--- config.mk ---
export PLATFORM = sky130hd
export DESIGN_NAME = pc_fetch_stage
export DESIGN_NICKNAME = d
export VERILOG_FILES = /design/src/rtl/pc_fetch_stage.sv
export SDC_FILE = /design/constraint.sdc
export NUM_CORES = 1
export LEC_CHECK = 0
export BUFFER_PORTS_ARGS = -buffer_cell sky130_fd_sc_hd__buf_2
export CELL_PAD_IN_SITES_DETAIL_PLACEMENT = 1
export CELL_PAD_IN_SITES_GLOBAL_PLACEMENT = 2
export CORE_MARGIN = 3
export CORE_UTILIZATION = 31
export DETAILED_ROUTE_END_ITERATION = 6
export GPL_ROUTABILITY_DRIVEN = 1
export PLACE_DENSITY = 0.77
export SLEW_MARGIN = 40
export SYNTH_ARGS = -nofsm -noshare
export SYNTH_HDL_FRONTEND = slang
export SYNTH_SLANG_ARGS = --single-unit
--- constraint.sdc ---
create_clock -name clk -period 3.6 [get_ports clk]
set_input_delay 0.18 -clock clk [delete_from_list [all_inputs] [get_ports clk]]
set_output_delay 0.18 -clock clk [all_outputs]
set_load 0.02 [all_outputs]
--- src/rtl/pc_fetch_stage.sv ---
// pc_fetch_stage
// Instruction-fetch stage of the MIPS pipeline. Holds the program counter,
// presents it to the external incrementer and instruction memory, and latches
// the fetched instruction plus incremented PC into the IF/ID register.
// Supports hazard stall, taken-branch redirect with IF/ID flush, and a
// free-running count of instructions latched into IF/ID.
//
// Ports:
//   clk           in   1      rising-edge clock
//   rst           in   1      synchronous, active-high reset
//   pc_out        out  WIDTH  current PC (incrementer input, imem address)
//   npc_in        in   WIDTH  incrementer result, pc_out + 1
//   instr_in      in   WIDTH  imem read data for pc_out (same cycle)
//   stall         in   1      hold request from the hazard unit
//   branch_taken  in   1      redirect request (PCSrc)
//   branch_target in   WIDTH  redirect address
//   ifid_instr    out  WIDTH  IF/ID instruction, 0 is a NOP
//   ifid_npc      out  WIDTH  IF/ID incremented PC
//   ifid_valid    out  1      IF/ID holds a real fetched instruction
//   fetch_count   out  WIDTH  instructions latched into IF/ID since reset

module pc_fetch_stage #(
    parameter int                 WIDTH    = 32,
    parameter logic [WIDTH-1:0]   RESET_PC = '0
) (
    input  logic               clk,
    input  logic               rst,
    output logic [WIDTH-1:0]   pc_out,
    input  logic [WIDTH-1:0]   npc_in,
    input  logic [WIDTH-1:0]   instr_in,
    input  logic               stall,
    input  logic               branch_taken,
    input  logic [WIDTH-1:0]   branch_target,
    output logic [WIDTH-1:0]   ifid_instr,
    output logic [WIDTH-1:0]   ifid_npc,
    output logic               ifid_valid,
    output logic [WIDTH-1:0]   fetch_count
);

    // Exactly one of these actions happens on every edge.
    typedef enum logic [1:0] {
        ACT_RESET,
        ACT_REDIRECT,
        ACT_STALL,
        ACT_ADVANCE
    } fetchAction_t;

    fetchAction_t fetchAction;

    // Priority decode: reset beats redirect, and redirect beats stall, so a
    // taken branch is never lost behind a hazard hold.
    always_comb begin
        fetchAction = ACT_ADVANCE;
        if (rst) begin
            fetchAction = ACT_RESET;
        end else if (branch_taken) begin
            fetchAction = ACT_REDIRECT;
        end else if (stall) begin
            fetchAction = ACT_STALL;
        end
    end

    // PC, IF/ID register and fetch counter. The stage does no PC arithmetic
    // itself; the incremented value always comes from npc_in, so wrap-around
    // at the top of the address space is whatever the incrementer produces.
    // A stall simply writes nothing, leaving every output bit-identical.
    always_ff @(posedge clk) begin
        case (fetchAction)
            ACT_RESET: begin
                pc_out      <= RESET_PC;
                ifid_instr  <= '0;
                ifid_npc    <= '0;
                ifid_valid  <= 1'b0;
                fetch_count <= '0;
            end
            ACT_REDIRECT: begin
                pc_out      <= branch_target;
                ifid_instr  <= '0;
                ifid_npc    <= '0;
                ifid_valid  <= 1'b0;
            end
            ACT_STALL: begin
                pc_out      <= pc_out;
            end
            default: begin
                pc_out      <= npc_in;
                ifid_instr  <= instr_in;
                ifid_npc    <= npc_in;
                ifid_valid  <= 1'b1;
                fetch_count <= fetch_count + {{(WIDTH-1){1'b0}}, 1'b1};
            end
        endcase
    end

endmodule

==> flow_summary_export.csv, run 1 <==
group,metric,value,unit
cts,cts_resized,0,
global_route,grt_antenna_before_repair,1,
cells_and_area,drive_above_1_share,42.0,%
floorplan,die_h,141,um
synthesis,postSynthCellCount,411,
synthesis,postSynth.topFlopCell,"sky130_fd_sc_hd__edfxtp_1",
timing,final.period_utilization,70.3,%
floorplan,num_rows,48,
route,drt.antenna.violating_nets,0,
synthesis,synthSimpleGateAreaFrac,17.4,%
synthesis,synth_area,5620,um2
worst_setup_path,timing.critical_path.cells,"ha_1 > and4_1 > nand4_1 > nor4_1 > mux2_2",
route,drtIter0Drc,238,
synthesis,yosysUniqueCellTypes,30,
power,share_seq_of_total_power,46.8,%
synthesis,yosysTopAreaCellShare,68.9,%
timing,rsz0062_at_grt,"no",
worst_setup_path,worst_path_arrival_time,2690,ps
cts,cts_hold_repair.buffers,0,
flow_run,drv_cap,0,
synthesis,synth_seq_area_share,68.9,%
timing,timing.setup.tns,0,ps
timing,final.hold.worst_slack,41.8,ps
placement,gpl.final_weighted_congestion,0.757,
route,vias_per_cell,4.79,
worst_setup_path,timing.critical_path.fanout_max,13,
synthesis,yosys.cell_count.top_type,"sky130_fd_sc_hd__edfxtp_1",
floorplan,dieArea,19800,um2
timing,slew_headroom,48.9,%
min_path,hold_path_class,"in -> reg",
floorplan,io_pins,229,
synthesis,synthTopCellsByCount,"129 x sky130_fd_sc_hd__edfxtp_1, 65 x sky130_fd_sc_hd__and2_1, 48 x sky130_fd_sc_hd__nor2_1",
route,drt-wirelength-per-cell,18.2,um
synthesis,synth-seq-cells,129,
timing,worst-slew-pin-transition,766,ps
cells_and_area,final.fill_count,1924,
worst_setup_path,cp_data_required_time,3750,ps
cts,clk_transition_reported_paths,60,ps
synthesis,synth_area_leaders,"sky130_fd_sc_hd__edfxtp_1 69%, sky130_fd_sc_hd__and2_1 7.2%, sky130_fd_sc_hd__mux2i_1 5.7%",
power,netSwitchingFraction,26.6,%
cts,ctsLongestPathBuffers,2,
power,total_leakage_power,3.36,nW
global_route,global_route.overflow_total,0,
worst_setup_path,critPathSlowestCell,"sky130_fd_sc_hd__nand4_1",
synthesis,yosys_synthesis_warning_count,0,
worst_setup_path,worst_setup_path_end_kind,"flip-flop",
cts,tritoncts,"built",
global_route,grt_usage,16.3,%
power,power.share.clock,40.4,%
synthesis,synth.net_count,512,
power,pwr-share-comb,12.8,%
power,power.ir.vdd_worst,0.000308,V
global_route,grt_first_pass_wirelength,25000,um
global_route,maximum_number_of_pins_on_one_net_before_global_route_repair,75,
status,outcome,"finished, final reports clean",
cts,clkLatencyLatePin,410,ps
synthesis,synthArstFlopShare,0,%
timing,finalCriticalPeriod,2530,ps
timing,finalSetupViolations,0,
placement,portBuffers,228,
timing,final.setup_skew,11.0,ps
synthesis,post-synth-top-area-cell,"sky130_fd_sc_hd__edfxtp_1",
cells_and_area,layout-area-overhead-vs-synth,34.5,%
synthesis,synth_area_per_cell,13.7,um2
worst_setup_path,rrSetupSlack,1070,ps
timing,number_of_pins_with_negative_max_slew_slack_in_the_final_report,0,
synthesis,synth_top_family_by_area,"simple AND/OR/NAND/NOR gates",
worst_setup_path,criticalPathCategory,"reg -> reg",
power,p_int,0.00291,W
power,design_power_total,0.00397,W
timing,fmax,0.395,GHz
power,power_density,525,nW/um2
route,firstDrtPassIters,4,
cts,cts_root_buf,"sky130_fd_sc_hd__clkbuf_16",
route,dr_total_vias,4204,
floorplan,die_width,141,um
cts,clock_sink_count,129,
floorplan,core_region_area,17500,um2
route,remaining_drc_errors,0,
timing,finalHoldViolCount,0,
synthesis,synth.mux.area_fraction,6.30,%
global_route,first_global_vias,4501,
synthesis,synth-adder-area-share,0.223,%
floorplan,initial_utilization,32.1,%
cts,cts_max_level,4,
worst_setup_path,worst_path_largest_cell_delay,480,ps
worst_setup_path,cp-start-kind,"flip-flop",
cells_and_area,num-nets-final,740,
synthesis,synth-compound-area-share,3.29,%
synthesis,area_share_of_xor_xnor_cells_in_the_synthesized_design,1.87,%
cts,post_cts.repair.setup_buffers,0,
placement,dp.final_hpwl,11200,um
cts,numCtsBuffers,17,
route,drt_wl_total,16000,um
synthesis,synth-edff-count,129,
power,netSwitchingPower,0.00105,W
==> power by group through the flow <==
stage | registers, W | logic (W) | clock network (W)
2_1_floorplan | 0.00204 | 0.000127 | 0
3_3_place_gp | 0.00188 | 0.000507 | 0
3_5_place_dp | 0.00189 | 0.000519 | 0
4_1_cts | 0.00186 | 0.000520 | 0.00165
5_1_grt | 0.00187 | 0.000551 | 0.00172
6_report | 0.00185 | 0.000508 | 0.00160
==> cells in the final DEF, fill, tap and decap left out, types with 2 or more instances in the layout <==
cell                         count
sky130_fd_sc_hd__nor2b_1         5
sky130_fd_sc_hd__clkinvlp_4      4
sky130_fd_sc_hd__mux2_2          3
sky130_fd_sc_hd__inv_1           3
sky130_fd_sc_hd__nand3_1         7
sky130_fd_sc_hd__nand2_1        10
sky130_fd_sc_hd__or4_1          13
sky130_fd_sc_hd__buf_2         228
sky130_fd_sc_hd__clkbuf_16      17
sky130_fd_sc_hd__o31ai_1        11
sky130_fd_sc_hd__edfxtp_1      129
sky130_fd_sc_hd__and2_1         65
sky130_fd_sc_hd__and4_1          3
sky130_fd_sc_hd__clkinv_4        4
sky130_fd_sc_hd__buf_4           6
sky130_fd_sc_hd__or3_1           4
sky130_fd_sc_hd__a21oi_1        15
sky130_fd_sc_hd__xnor2_1         3
sky130_fd_sc_hd__nor4_1          3
sky130_fd_sc_hd__o21ai_0         4
sky130_fd_sc_hd__nand4_1        10
sky130_fd_sc_hd__clkinv_2        4
sky130_fd_sc_hd__and3_1          2
sky130_fd_sc_hd__xor2_1          9
sky130_fd_sc_hd__mux2i_1        32
sky130_fd_sc_hd__nor2_1         47
==> cell type report <==
type	instances	area [um2]	area share [%]
antenna	1	2.50	0.0331
clock buffer	18	429	5.67
clock inverter	14	119	1.57
inverter	3	11.3	0.149
multi-input combinational	254	1660	22.0
sequential	129	3870	51.2
tap	225	282	3.72
timing repair buffer	234	1190	15.7
==> stage by stage <==
| stage | setup slack (ps) | utilization, % | instances | instance area, um2 |
|---|---|---|---|---|
| 2_1_floorplan | 321 | - | 411 | 5620 |
| 3_3_place_gp | 1170 | 39.9 | 844 | 7000 |
| 3_5_place_dp | 1060 | 39.9 | 844 | 7010 |
| 4_1_cts | 1050 | 43.1 | 876 | 7550 |
| 5_1_grt | 831 | 43.1 | 877 | 7560 |
| 6_report | 1070 | 43.1 | 878 | 7560 |
==> worst paths after layout <==
path / startpoint / endpoint / cells past startpoint
setup / recovery: fetch_count[0] / fetch_count[26] / 5
setup reg to reg: fetch_count[0] / fetch_count[26] / 5
hold reg to reg: fetch_count[0] / fetch_count[0] / 1
hold / removal: instr_in[21] / ifid_instr[21] / 2
==> kinds of logic (layout without fill, tap and decap cells) <==
family          count (synthesis)  in the layout
mux                            35             35
simple gates                  175            175
xor+xnor                       12             12
other cells                     0              1
flops                         129            129
fa+ha+maj                       1              1
compound gates                 31             31
buf+inv                        28            269
==> per-layer routing <==
metal  wire [um]  GRT usage, %  vias to the layer above  share of wire [%]
met2        8010          27.4                      149                 50
met3        1330          6.65                       24                8.4
li1            -             -                     1971                  -
met4         281          5.61                        2                1.8
met5          20             0                        -               0.13
met1        6330          19.0                     2058                 40
==> critical path, delay by kind of cell, from the launching register on <==
family                   cells  cell delay [ps]
AND/OR/NAND/NOR              3             1250
flip-flops                   1              420
multiplexers                 1              370
adder cells (fa/ha/maj)      1              230
==> flip-flops by register name, summed over array words and instances, names as in the netlist <==
signal       cells
pc_out          32
fetch_count     32
ifid_npc        32
ifid_valid       1
ifid_instr      32
Note: power is estimated with default switching activity, not from simulation.
==> run 2: changes to the inputs <==
Clock period 3.6 ns to 2.45 ns, I/O delays scaled along.
==> flow_summary_export.csv, run 2 (synthesis results as in run 1) <==
group,metric,value,unit
cts,cts_root_buf,"sky130_fd_sc_hd__clkbuf_16",
timing,timing.setup.tns,0,ps
route,drt.antenna.violating_nets,0,
route,drt_wl_total,17500,um
floorplan,io_pins,229,
worst_setup_path,timing.critical_path.fanout_max,11,
global_route,maximum_number_of_pins_on_one_net_before_global_route_repair,66,
timing,final.setup_skew,8.96,ps
cells_and_area,layout.cells.most_common,"sky130_fd_sc_hd__buf_2",
cts,clk_transition_reported_paths,60,ps
power,power.ir.vdd_worst,0.000500,V
route,dr_total_vias,4508,
worst_setup_path,worst_path_arrival_time,2460,ps
cts,clkLatencyLatePin,410,ps
floorplan,initial_utilization,32.1,%
cells_and_area,num-nets-final,800,
min_path,hold_path_class,"in -> reg",
route,drt-wirelength-per-cell,18.7,um
timing,worst-slew-pin-transition,605,ps
power,power_density,762,nW/um2
placement,dp.final_hpwl,11600,um
global_route,first_global_vias,5051,
cts,cts_max_level,4,
flow_run,drv_cap,0,
status,outcome,"finished, final reports clean",
global_route,global_route.overflow_total,0,
floorplan,die_width,141,um
timing,slew_headroom,59.7,%
timing,final.period_utilization,89.6,%
floorplan,num_rows,48,
cells_and_area,final.fill_count,1892,
cts,cts_resized,0,
worst_setup_path,cp_data_required_time,2710,ps
cts,tritoncts,"built",
cells_and_area,layout-area-overhead-vs-synth,46.7,%
cells_and_area,drive_above_1_share,39.0,%
cts,cts_hold_repair.buffers,57,
placement,gpl.final_weighted_congestion,0.770,
floorplan,dieArea,19800,um2
cells_and_area,layout_common_cells,"228 x sky130_fd_sc_hd__buf_2, 129 x sky130_fd_sc_hd__edfxtp_1, 65 x sky130_fd_sc_hd__and2_1",
route,remaining_drc_errors,0,
cts,post_cts.repair.setup_buffers,0,
route,drtIter0Drc,252,
cells_and_area,final_util,47.0,%
timing,fmax,0.456,GHz
worst_setup_path,cp-start-kind,"flip-flop",
timing,finalCriticalPeriod,2190,ps
cts,numCtsBuffers,17,
floorplan,core_region_area,17500,um2
timing,rsz0062_at_grt,"no",
floorplan,die_h,141,um
global_route,grt_antenna_before_repair,2,
power,total_leakage_power,3.66,nW
worst_setup_path,worst_setup_path_end_kind,"flip-flop",
cts,ctsLongestPathBuffers,2,
route,firstDrtPassIters,4,
route,vias_per_cell,4.80,
worst_setup_path,criticalPathCategory,"reg -> reg",
timing,finalSetupViolations,0,
global_route,grt_usage,17.9,%
global_route,grt_first_pass_wirelength,27500,um
timing,number_of_pins_with_negative_max_slew_slack_in_the_final_report,0,
timing,finalHoldViolCount,0,
cts,clock_sink_count,129,
placement,portBuffers,228,
==> run 2: cell count changes in the layout (fill, tap and decap cells not counted), sizes merged <==
cell	previous run	this run
bufinv	1	4
diode	1	2
inv	3	6
clkinvlp	4	2
clkinv	9	6
buf	234	236
clkbuf	18	17
dlygate4sd3	0	58
==> run 2: worst paths after layout <==
kind         slack [ps]         endpoint  cells past startpoint            start
max reg2reg         260  fetch_count[22]                      6   fetch_count[0]
min reg2reg         660  fetch_count[10]                      2  fetch_count[10]
min                  20     ifid_npc[29]                      2       npc_in[29]
max                 260  fetch_count[22]                      6   fetch_count[0]
==> run 2: per-layer routing <==
metal | GRT usage (%) | wire length [um] | part of all wire, % | vias to the layer above
met1 | 20.2 | 6900 | 39 | 2209
li1 | - | - | - | 2091
met5 | 0 | 0 | 0 | -
met3 | 7.46 | 1580 | 9.0 | 23
met4 | 6.99 | 351 | 2.0 | 0
met2 | 30.2 | 8690 | 50 | 185
==> run 2: critical path: stages (launching register included) <==
cell,delay (ps)
sky130_fd_sc_hd__edfxtp_1,420
sky130_fd_sc_hd__ha_1,230
sky130_fd_sc_hd__and4_1,330
sky130_fd_sc_hd__nand4_1,190
sky130_fd_sc_hd__buf_4,220
sky130_fd_sc_hd__or4_1,510
sky130_fd_sc_hd__a21oi_1,150
==> run 2: where the power goes <==
group	switching (W)	internal [W]	total [W]
sequential	0.0000968	0.00263	0.00273
clock	0.00101	0.00171	0.00272
combinational	0.000507	0.000324	0.000831
==> run 2: final cells by class <==
cell class                      count  area [um2]  share of cell area [%]
Clock buffer                       17         425                    5.16
Clock inverter                     15         206                    2.50
Antenna cell                        2        5.00                  0.0607
Inverter                            3        11.3                   0.137
Timing Repair Buffer              294        1790                    21.8
Tap cell                          225         282                    3.41
Sequential cell                   129        3870                    47.0
Multi-Input combinational cell    254        1650                    20.0
==> run 2: through the flow <==
stage          total power, W  instances  cell area (um2)  setup slack (ps)  hold WS (ps)
3_5_place_dp          0.00353        847             7030               248           405
6_report              0.00628        939             8250               255          24.2
5_1_grt               0.00653        939             8250              79.9          12.8
3_3_place_gp          0.00351        847             7030               316           400
4_1_cts               0.00634        936             8230               227          2.11
2_1_floorplan         0.00318        411             5630               183           321
